### src/rtl/imem_loader_pkg.sv
// imem_loader_pkg
//   Shared definitions for the boot-time instruction memory loader:
//   frame geometry constants, the 3-bit FSM state encoding and small
//   helpers that classify states.
package imem_loader_pkg;

  // Length header is two bytes, big-endian.
  localparam int LEN_BYTES      = 2;
  localparam int LEN_W          = 8 * LEN_BYTES;
  // Each instruction word arrives as four bytes, MSB first.
  localparam int BYTES_PER_WORD = 4;

  typedef enum logic [2:0] {
    ST_IDLE   = 3'd0,
    ST_LEN_HI = 3'd1,
    ST_LEN_LO = 3'd2,
    ST_DATA   = 3'd3,
    ST_WRITE  = 3'd4,
    ST_DONE   = 3'd5,
    ST_ERR    = 3'd6
  } state_t;

  // States in which the loader is actively working on a frame.
  function automatic logic is_busy(input state_t s);
    return (s == ST_LEN_HI) || (s == ST_LEN_LO) || (s == ST_DATA) || (s == ST_WRITE);
  endfunction

  // States in which a stream byte can be accepted.
  function automatic logic is_receiving(input state_t s);
    return (s == ST_LEN_HI) || (s == ST_LEN_LO) || (s == ST_DATA);
  endfunction

endpackage

### src/rtl/imem_loader_word_assembler.sv
// word_assembler
//   Packs a byte stream into 32-bit words, first byte into bits [31:24].
//   Ports:
//     clk, rst    clock, asynchronous active-high reset
//     clr         clear the shift register and byte counter
//     shift       accept din this cycle
//     din[7:0]    stream byte
//     word[31:0]  word contents including the byte shifted this cycle
//     full        this cycle's shift completes a word
module word_assembler
  import imem_loader_pkg::*;
(
  input  logic        clk,
  input  logic        rst,
  input  logic        clr,
  input  logic        shift,
  input  logic [7:0]  din,
  output logic [31:0] word,
  output logic        full
);

  localparam int CNT_W = $clog2(BYTES_PER_WORD);

  logic [31:0]      word_q, word_d;
  logic [CNT_W-1:0] cnt_q, cnt_d;

  // Next-state shift register and byte count; the counter wraps to zero
  // once a word is complete, so no explicit clear is needed between words.
  always_comb begin
    word_d = word_q;
    cnt_d  = cnt_q;
    if (clr) begin
      word_d = '0;
      cnt_d  = '0;
    end else if (shift) begin
      word_d = {word_q[23:0], din};
      cnt_d  = cnt_q + CNT_W'(1);
    end
  end

  // Exposing the next value lets the loader capture a finished word on
  // the same edge that accepts its last byte.
  assign word = word_d;
  assign full = shift & ~clr & (cnt_q == CNT_W'(BYTES_PER_WORD - 1));

  always_ff @(posedge clk or posedge rst) begin
    if (rst) begin
      word_q <= '0;
      cnt_q  <= '0;
    end else begin
      word_q <= word_d;
      cnt_q  <= cnt_d;
    end
  end

endmodule

### src/rtl/imem_loader.sv
// imem_loader
//   Boot-time program loader. Receives a valid/ready byte stream holding a
//   16-bit big-endian word count N followed by 4*N big-endian instruction
//   bytes, writes each word into instruction memory and holds the CPU in
//   reset until the whole image is in place.
//   Ports:
//     clk, rst        clock, asynchronous active-high reset
//     start           one-cycle pulse starting a load (ignored while busy)
//     in_data/valid   stream byte and its valid
//     in_ready        loader accepts a byte this cycle
//     im_we           one-cycle IM write strobe per word
//     im_addr         IM word index of the write
//     im_baddr        byte address of im_addr (TEXT_BASE + 4*im_addr)
//     im_wdata        instruction word being written
//     cpu_rst         CPU reset request, low only once the image is loaded
//     busy            frame in progress
//     done            image fully written (level until next start)
//     err             header length exceeds IM depth (level until next start)
module imem_loader
  import imem_loader_pkg::*;
#(
  parameter int          ADDR_WIDTH = 10,
  parameter logic [31:0] TEXT_BASE  = 32'h0000_3000
) (
  input  logic                  clk,
  input  logic                  rst,
  input  logic                  start,
  input  logic [7:0]            in_data,
  input  logic                  in_valid,
  output logic                  in_ready,
  output logic                  im_we,
  output logic [ADDR_WIDTH-1:0] im_addr,
  output logic [31:0]           im_baddr,
  output logic [31:0]           im_wdata,
  output logic                  cpu_rst,
  output logic                  busy,
  output logic                  done,
  output logic                  err
);

  // One extra bit so that a full-depth image (N == 2**ADDR_WIDTH) and the
  // final word_idx+1 comparison never overflow.
  localparam int              IDX_W = LEN_W + 1;
  localparam logic [IDX_W-1:0] DEPTH = IDX_W'(1) << ADDR_WIDTH;

  state_t                  state_q, state_d;
  logic [LEN_W-1:0]        n_q, n_d;
  logic [IDX_W-1:0]        word_idx_q, word_idx_d;
  logic                    in_ready_q, in_ready_d;
  logic                    im_we_q, im_we_d;
  logic [ADDR_WIDTH-1:0]   im_addr_q, im_addr_d;
  logic [31:0]             im_wdata_q, im_wdata_d;
  logic                    cpu_rst_q, cpu_rst_d;
  logic                    busy_q, busy_d;
  logic                    done_q, done_d;
  logic                    err_q, err_d;

  logic                    xfer;
  logic [LEN_W-1:0]        n_len;
  logic                    asm_clr;
  logic                    asm_shift;
  logic [31:0]             asm_word;
  logic                    asm_full;

  assign xfer  = in_valid & in_ready_q;
  assign n_len = {n_q[LEN_W-1:8], in_data};

  word_assembler u_asm (
    .clk   (clk),
    .rst   (rst),
    .clr   (asm_clr),
    .shift (asm_shift),
    .din   (in_data),
    .word  (asm_word),
    .full  (asm_full)
  );

  // Next-state logic. Outputs are derived from the next state so that the
  // registered outputs always describe the state being entered.
  always_comb begin
    state_d    = state_q;
    n_d        = n_q;
    word_idx_d = word_idx_q;
    im_addr_d  = im_addr_q;
    im_wdata_d = im_wdata_q;
    asm_clr    = 1'b0;
    asm_shift  = 1'b0;

    case (state_q)
      ST_IDLE, ST_DONE, ST_ERR: begin
        if (start) begin
          state_d    = ST_LEN_HI;
          word_idx_d = '0;
          asm_clr    = 1'b1;
        end
      end
      ST_LEN_HI: begin
        if (xfer) begin
          n_d     = {in_data, n_q[7:0]};
          state_d = ST_LEN_LO;
        end
      end
      ST_LEN_LO: begin
        if (xfer) begin
          n_d = n_len;
          if (n_len == '0) begin
            state_d = ST_DONE;
          end else if ({1'b0, n_len} > DEPTH) begin
            state_d = ST_ERR;
          end else begin
            state_d = ST_DATA;
          end
        end
      end
      ST_DATA: begin
        if (xfer) begin
          asm_shift = 1'b1;
          if (asm_full) begin
            state_d    = ST_WRITE;
            im_addr_d  = word_idx_q[ADDR_WIDTH-1:0];
            im_wdata_d = asm_word;
          end
        end
      end
      ST_WRITE: begin
        word_idx_d = word_idx_q + IDX_W'(1);
        if ((word_idx_q + IDX_W'(1)) < {1'b0, n_q}) begin
          state_d = ST_DATA;
        end else begin
          state_d = ST_DONE;
        end
      end
      default: begin
        state_d = ST_IDLE;
      end
    endcase

    in_ready_d = is_receiving(state_d);
    im_we_d    = (state_d == ST_WRITE);
    cpu_rst_d  = (state_d != ST_DONE);
    busy_d     = is_busy(state_d);
    done_d     = (state_d == ST_DONE);
    err_d      = (state_d == ST_ERR);
  end

  // All loader state and registered outputs.
  always_ff @(posedge clk or posedge rst) begin
    if (rst) begin
      state_q    <= ST_IDLE;
      n_q        <= '0;
      word_idx_q <= '0;
      in_ready_q <= 1'b0;
      im_we_q    <= 1'b0;
      im_addr_q  <= '0;
      im_wdata_q <= '0;
      cpu_rst_q  <= 1'b1;
      busy_q     <= 1'b0;
      done_q     <= 1'b0;
      err_q      <= 1'b0;
    end else begin
      state_q    <= state_d;
      n_q        <= n_d;
      word_idx_q <= word_idx_d;
      in_ready_q <= in_ready_d;
      im_we_q    <= im_we_d;
      im_addr_q  <= im_addr_d;
      im_wdata_q <= im_wdata_d;
      cpu_rst_q  <= cpu_rst_d;
      busy_q     <= busy_d;
      done_q     <= done_d;
      err_q      <= err_d;
    end
  end

  assign in_ready = in_ready_q;
  assign im_we    = im_we_q;
  assign im_addr  = im_addr_q;
  assign im_wdata = im_wdata_q;
  assign im_baddr = TEXT_BASE + {{(32 - ADDR_WIDTH - 2){1'b0}}, im_addr_q, 2'b00};
  assign cpu_rst  = cpu_rst_q;
  assign busy     = busy_q;
  assign done     = done_q;
  assign err      = err_q;

endmodule

### config.mk
export PLATFORM = sky130hd
export DESIGN_NAME = imem_loader
export DESIGN_NICKNAME = d
export VERILOG_FILES = /design/src/rtl/imem_loader_pkg.sv /design/src/rtl/imem_loader_word_assembler.sv /design/src/rtl/imem_loader.sv
export SDC_FILE = /design/constraint.sdc
export NUM_CORES = 1
export LEC_CHECK = 0
export ABC_AREA = 1
export CORE_ASPECT_RATIO = 1.75
export CORE_MARGIN = 5
export CORE_UTILIZATION = 45
export DETAILED_ROUTE_END_ITERATION = 7
export PLACE_DENSITY = 0.8
export SETUP_SLACK_MARGIN = 0.4
export SLEW_MARGIN = 15
export SYNTH_ARGS = -nofsm -noshare
export SYNTH_HDL_FRONTEND = slang
export SYNTH_SLANG_ARGS = --single-unit
### constraint.sdc
create_clock -name clk -period 7.4 [get_ports clk]
set_clock_uncertainty 0.05 [all_clocks]
set_input_delay 1.85 -clock clk [delete_from_list [all_inputs] [get_ports clk]]
set_output_delay 1.85 -clock clk [all_outputs]
set_load 0.005 [all_outputs]
==> qor.csv, run 1 <==
metric,value,unit
dr_total_vias,4362,
unrepaired_setup_endpoints_after_global_routing,false,
layout-area-overhead-vs-synth,23.0,%
syn_area_per_cell,8.64,µm²
number_of_resized_instances_in_the_post_cts_repair_step,0,
maximum_vdd_drop,0.240,mV
num_rows,54,
drc_errors,0,
cp_data_required_time,7.68,ns
antennaDiodeCount,0,
slew_violations,0,
io_pins,92,
status,"complete, no violations",
clk_pin_slew_worst_paths,0.06,ns
tritoncts.num_buffers,17,
design_power_total,2.42,mW
num-fill-cells,1079,
htree_levels,4,
setup_total_negative_slack,0,ns
netlist.top_cell.by_area,sky130_fd_sc_hd__dfrtp_1,
crit_path_start_kind,input pin,
synth_area,5660,µm²
worst_slew_margin_rel,35.1,%
cts_max_path_buffers,2,
first_pass_grt_wire_length,21100,µm
grt.overflow.total,0,
critical_path_arrival,4.31,ns
post-route-min-period,4.04,ns
numClockSinks,118,
synth-compound-area-share,12.0,%
detail_route.iter0.violations,170,
path_buf_inv,3,
critPathMaxFanout,33,
final-hold-violation-count,0,
end_kind,register,
path_common_cell,sky130_fd_sc_hd__nand2_1,
number_of_buffers_inserted_to_repair_setup_after_cts,0,
via_per_inst,4.87,
initial_core_util,45.5,%
synthDistinctLibCells,38,
finalWirelength,12800,µm
detail_route.first_pass.iterations,4,
maximum_number_of_pins_on_one_net_before_global_route_repair,73,
muxShareOfSynthArea,0,%
wl_per_cell,14.2,µm
post_synth_main_area_contributors,"sky130_fd_sc_hd__dfrtp_1, sky130_fd_sc_hd__nand2_1, sky130_fd_sc_hd__inv_1",
crit_path_top_delay_cell,sky130_fd_sc_hd__inv_1,
setup.worst_path.class,in -> reg,
max_cap_viol_count,0,
worst_path_largest_cell_delay,0.71,ns
synth_top_area_share,51.7,%
synth_simple_gate_area_share,16.0,%
synth_adder_area_share,3.76,%
gr-usage-all-layers,18.3,%
max_slew.worst_pin.slew,0.973,ns
fp.dieH,158,µm
grt_pass1_vias,4476,
worst_path_dominant_cell_family,buffers and inverters,
postSynthCellCount,655,
placeableCoreArea,12400,µm²
port_buffer_count,69,
synth_xor_xnor_area_share,2.01,%
setup_viol_count_final,0,
synth-seq-area-share,52.2,%
place_congestion,0.824,
antenna_violations_before_repair,0,
final_min_period_over_clock_period,54.5,%
drive_gt1_share,8.53,%
die-area,15000,µm²
combinational_family_with_the_most_area_after_synthesis,simple AND/OR/NAND/NOR gates,
holdBufCountCts,0,
cellLeakagePower,3.53,nW
die_x,94.8,µm
hold_class,reg -> reg,
worstSkewPairLatency,0.41,ns
power_density,348,nW/µm²
place.detailed.hpwl,8980,µm
antenna_left,0,
finish.net_count,743,
cts.root.buffer_cell,sky130_fd_sc_hd__clkbuf_16,
crit_chain,clkdlybuf4s50_1 -> nand2_1 -> nor2_2 -> inv_1 -> nand2_1 -> inv_2 -> a21oi_1 -> o21ai_0,
timing.fmax,248,MHz
yosys_register_bits,118,
ys_warn_count,0,
tritoncts,yes,
final timing paths:
check | from | end | slack, ns | cells after the start
min | u_asm.word_q[26] | u_asm.word_q[26] | 0.42 | 2
min reg2reg | u_asm.word_q[26] | u_asm.word_q[26] | 0.42 | 2
max in group asynchronous | rst | n_q[1] | 4.18 | 3
max reg2reg | word_idx_q[0] | err | 4.52 | 17
min in group asynchronous | rst | done | 1.83 | 2
max | in_valid | im_wdata[7] | 3.36 | 8
stage by stage:
stage                     worst slack [ns]  hold slack [ns]  util [%]  instance area, µm²  instances
after CTS                             3.37            0.424      56.0                6960        895
after global routing                  3.15            0.438      56.0                6960        895
after floorplan                       2.37            0.386         -                5740        675
after global placement                2.99            0.400      51.0                6340        863
after detailed placement              2.95            0.410      51.0                6340        863
final                                 3.36            0.423      56.0                6960        895
cells in the mapped netlist (all sizes together):
cell	n
inv	124
nand2	121
dfrtp	117
o21ai	65
nor2	54
a21oi	41
buf	38
ha	17
nand3	15
clkbuf	13
xor2	13
o31ai	11
nor3	7
nand4	5
o22ai	3
a22o	2
conb	2
nor4	2
a21o	1
clkinv	1
dfstp	1
o21a	1
or2	1
routing by layer:
metal  up-vias  track usage [%]  routed length, µm
met4         0             8.67                401
li1       2111                -                  -
met1      2083             19.8               4880
met2       138             33.3               6930
met3        30             4.21                536
met5         -                0                  0
cell families after synthesis:
kind of cell,after synthesis
and+or+nand+nor,205
buffers and inverters,176
AOI/OAI and AO/OA,124
DFF,118
adders and majority gates,17
xor gates and xnor gates,13
other,2
state kept, by name (all words and copies together), names as in the netlist:
signal / flops
im_wdata: 32
u_asm.word_q: 32
word_idx_q: 17
n_q: 16
im_addr: 10
state_q: 3
u_asm.cnt_q: 2
busy: 1
cpu_rst: 1
done: 1
err: 1
im_we: 1
in_ready: 1
placed cells by master, fill, tap and decap left out, types with 2 or more instances in the layout:
| master | synthesis | layout |
|---|---|---|
| sky130_fd_sc_hd__clkbuf_16 | 0 | 17 |
| sky130_fd_sc_hd__a22o_1 | 2 | 2 |
| sky130_fd_sc_hd__xor2_1 | 13 | 13 |
| sky130_fd_sc_hd__conb_1 | 2 | 22 |
| sky130_fd_sc_hd__ha_1 | 17 | 17 |
| sky130_fd_sc_hd__clkinvlp_4 | 0 | 2 |
| sky130_fd_sc_hd__inv_2 | 8 | 8 |
| sky130_fd_sc_hd__nor3_1 | 4 | 4 |
| sky130_fd_sc_hd__nand4_1 | 3 | 3 |
| sky130_fd_sc_hd__o21ai_0 | 59 | 59 |
| sky130_fd_sc_hd__clkdlybuf4s50_1 | 0 | 69 |
| sky130_fd_sc_hd__dfrtp_1 | 117 | 117 |
| sky130_fd_sc_hd__nor2_2 | 5 | 5 |
| sky130_fd_sc_hd__o21ai_1 | 6 | 6 |
| sky130_fd_sc_hd__bufinv_16 | 0 | 4 |
| sky130_fd_sc_hd__buf_4 | 32 | 2 |
| sky130_fd_sc_hd__inv_1 | 116 | 115 |
| sky130_fd_sc_hd__clkinv_4 | 0 | 2 |
| sky130_fd_sc_hd__inv_6 | 0 | 4 |
| sky130_fd_sc_hd__nor2_1 | 48 | 48 |
| sky130_fd_sc_hd__nand2_1 | 117 | 117 |
| sky130_fd_sc_hd__o22ai_1 | 3 | 3 |
| sky130_fd_sc_hd__a21oi_1 | 39 | 39 |
| sky130_fd_sc_hd__clkinv_2 | 0 | 2 |
| sky130_fd_sc_hd__nor3_4 | 2 | 2 |
| sky130_fd_sc_hd__nand2_2 | 4 | 4 |
| sky130_fd_sc_hd__o31ai_1 | 11 | 11 |
| sky130_fd_sc_hd__nand3_1 | 14 | 14 |
final cells by class:
class | count | area (µm²) | share of cell area, %
inverter | 125 | 472 | 6.77
clock inverter | 14 | 198 | 2.84
clock buffer | 18 | 429 | 6.16
tap | 168 | 210 | 3.02
sequential | 118 | 2950 | 42.4
timing repair buffer | 71 | 706 | 10.1
multi-input combinational | 381 | 2000 | 28.7
where the power goes:
part	internal, mW	total (mW)	switching, mW
combinational	0.250	0.653	0.402
sequential	0.801	0.895	0.0941
clock	0.567	0.874	0.307
worst reg2reg max path, stage by stage (launching register included):
cell and delay, ns:
sky130_fd_sc_hd__dfrtp_1 0.42, sky130_fd_sc_hd__ha_1 0.22, sky130_fd_sc_hd__nand2_2 0.08, sky130_fd_sc_hd__nor2_4 0.15, sky130_fd_sc_hd__nand4_4 0.15, sky130_fd_sc_hd__nor2_1 0.18
sky130_fd_sc_hd__xor2_1 0.25, sky130_fd_sc_hd__ha_1 0.30, sky130_fd_sc_hd__a21oi_1 0.21, sky130_fd_sc_hd__o21a_1 0.15, sky130_fd_sc_hd__nand2_1 0.05, sky130_fd_sc_hd__nand2_1 0.05
sky130_fd_sc_hd__nand2_1 0.04, sky130_fd_sc_hd__nand2_1 0.07, sky130_fd_sc_hd__nand3_1 0.16, sky130_fd_sc_hd__nand2_1 0.14, sky130_fd_sc_hd__nand2_1 0.06, sky130_fd_sc_hd__nor2_1 0.09
Note: power is estimated with default switching activity, not from simulation.
==> run 2: changes to the inputs <==
==> constraint.sdc (replaced) <==
create_clock -name clk -period 3.95 [get_ports clk]
set_clock_uncertainty 0.05 [all_clocks]
set_input_delay 0.9875 -clock clk [delete_from_list [all_inputs] [get_ports clk]]
set_output_delay 0.9875 -clock clk [all_outputs]
set_load 0.005 [all_outputs]
==> run 2 against run 1 <==
- clock power increased by 75%
- power increased by 84%
- cell count increased by 0.34%
- register-to-register slack got worse by 3.4 ns
- global-route usage decreased by 0.20 points
- routed wire length decreased by 0.69%
- first-iteration DRC count increased by 32%
- sequential power increased by 88%
- worst hold slack got worse by 0.0070 ns
- final area about the same
- setup slack got worse by 2.2 ns
- critical path type is now reg -> reg
- critical endpoint is now err
==> qor.csv, run 2 (synthesis gave the netlist of run 1 again) <==
metric,value,unit,change
num_rows,54,,unchanged
numClockSinks,118,,unchanged
max_slew.worst_pin.slew,0.861,ns,-0.112 ns
tritoncts.num_buffers,17,,unchanged
io_pins,92,,unchanged
end_kind,register,,
setup_viol_count_final,0,,unchanged
most-common-layout-cells,"sky130_fd_sc_hd__nand2_1, sky130_fd_sc_hd__dfrtp_1, sky130_fd_sc_hd__inv_1",,
slew_violations,0,,unchanged
post_dp_cell_area,6370,µm²,+0.57%
hold_class,reg -> reg,,
status,"complete, no violations",,
setup.reg_to_reg.worst_slack,1.12,ns,-3.40 ns
port_buffer_count,69,,unchanged
cellLeakagePower,3.53,nW,-0.26%
finalWirelength,12700,µm,-0.69%
critPathMaxFanout,5,,-85%
unrepaired_setup_endpoints_after_global_routing,false,,
first_pass_grt_wire_length,20900,µm,-0.98%
num-fill-cells,1105,,+2.4%
fp.dieH,158,µm,unchanged
die_x,94.8,µm,unchanged
final_min_period_over_clock_period,71.8,%,
finalWorstSetupSlack,1.12,ns,-2.25 ns
holdBufCountCts,0,,unchanged
worstSkewPairLatency,0.41,ns,about the same
timing.hold.ws,0.416,ns,-0.00702 ns
via_per_inst,4.83,,-1.0%
maximum_vdd_drop,0.408,mV,+70%
place_congestion,0.840,,+2.0%
antenna_left,0,,unchanged
cts_max_path_buffers,2,,unchanged
power_density,638,nW/µm²,+83%
antenna_violations_before_repair,0,,unchanged
antennaDiodeCount,0,,unchanged
finish.instance_area,6970,µm²,about the same
clk_pin_slew_worst_paths,0.05,ns,about the same
setup.worst_path.class,reg -> reg,,
worst_r2r_startpoint,word_idx_q[0],,
detail_route.first_pass.iterations,5,,+1
hp-start,u_asm.word_q[26],,
crit_start,word_idx_q[0],,
place_worst_setup_slack,0.962,ns,-1.99 ns
setup_total_negative_slack,0,ns,unchanged
max_cap_viol_count,0,,unchanged
cp_data_required_time,4.24,ns,-3.44 ns
worst_slew_margin_rel,42.5,%,+7.4 points
grt.overflow.total,0,,unchanged
maximum_number_of_pins_on_one_net_before_global_route_repair,54,,-26%
finish.net_count,746,,+0.40%
grt_pass1_vias,4459,,-0.38%
design_power_total,4.44,mW,+84%
die-area,15000,µm²,unchanged
timing.fmax,353,MHz,
gr-usage-all-layers,18.1,%,-0.20 points
critical_path_arrival,3.12,ns,-1.19 ns
wl_per_cell,14.1,µm,-1.0%
number_of_buffers_inserted_to_repair_setup_after_cts,0,,unchanged
htree_levels,4,,unchanged
initial_core_util,45.5,%,unchanged
drive_gt1_share,8.77,%,+0.24 points
detail_route.iter0.violations,225,,+32%
crit_path_start_kind,register,,
dr_total_vias,4333,,-0.66%
placeableCoreArea,12400,µm²,unchanged
drc_errors,0,,unchanged
cts.root.buffer_cell,sky130_fd_sc_hd__clkbuf_16,,
layout-area-overhead-vs-synth,23.1,%,about the same
post-route-min-period,2.83,ns,
final-hold-violation-count,0,,unchanged
number_of_resized_instances_in_the_post_cts_repair_step,0,,unchanged
tritoncts,yes,,
place.detailed.hpwl,9040,µm,+0.66%
-- run 2: through the flow --
step | instances | util (%)
3_5_place_dp | 866 | 51.3
3_3_place_gp | 866 | 51.3
6_report | 898 | 56.1
4_1_cts | 898 | 56.1
5_1_grt | 898 | 56.1
2_1_floorplan | 675 | -
-- run 2: final timing paths --
path | cells past startpoint | to
min | 2 | u_asm.word_q[26]
max in group asynchronous | 3 | word_idx_q[9]
min reg2reg | 2 | u_asm.word_q[26]
max | 17 | err
min in group asynchronous | 2 | im_wdata[21]
max reg2reg | 17 | err
-- run 2: final cells by class --
class,instances,area [µm²],share of cell area (%)
Inverter,125,473,6.79
Multi-Input combinational cell,381,2000,28.6
Clock buffer,22,474,6.80
Timing Repair Buffer,74,741,10.6
Tap cell,168,210,3.02
Sequential cell,118,2950,42.4
Clock inverter,10,121,1.74
-- run 2: power breakdown --
group          total, mW  switching, mW  internal (mW)
logic               1.23          0.760          0.474
clock network       1.53          0.550          0.980
registers           1.68          0.178           1.50
-- run 2: metal layers --
| metal | vias to the layer above | routed length, µm | global-route usage [%] |
|---|---|---|---|
| li1 | 2112 | - | - |
| met1 | 2061 | 4670 | 19.0 |
| met2 | 127 | 6820 | 33.0 |
| met3 | 33 | 708 | 4.44 |
| met4 | 0 | 464 | 9.22 |
| met5 | - | 0 | 0 |
-- run 2: critical path: stages (launching register included) --
cell	delay [ns]
sky130_fd_sc_hd__dfrtp_1	0.43
sky130_fd_sc_hd__ha_1	0.22
sky130_fd_sc_hd__nand2_2	0.08
sky130_fd_sc_hd__nor2_4	0.14
sky130_fd_sc_hd__nand4_4	0.14
sky130_fd_sc_hd__nor2_1	0.20
sky130_fd_sc_hd__xor2_1	0.24
sky130_fd_sc_hd__ha_1	0.28
sky130_fd_sc_hd__a21oi_1	0.15
sky130_fd_sc_hd__o21a_1	0.13
sky130_fd_sc_hd__nand2_1	0.05
sky130_fd_sc_hd__nand2_1	0.05
sky130_fd_sc_hd__nand2_1	0.05
sky130_fd_sc_hd__nand2_1	0.09
sky130_fd_sc_hd__nand3_1	0.16
sky130_fd_sc_hd__nand2_1	0.14
sky130_fd_sc_hd__nand2_1	0.06
sky130_fd_sc_hd__nor2_1	0.10
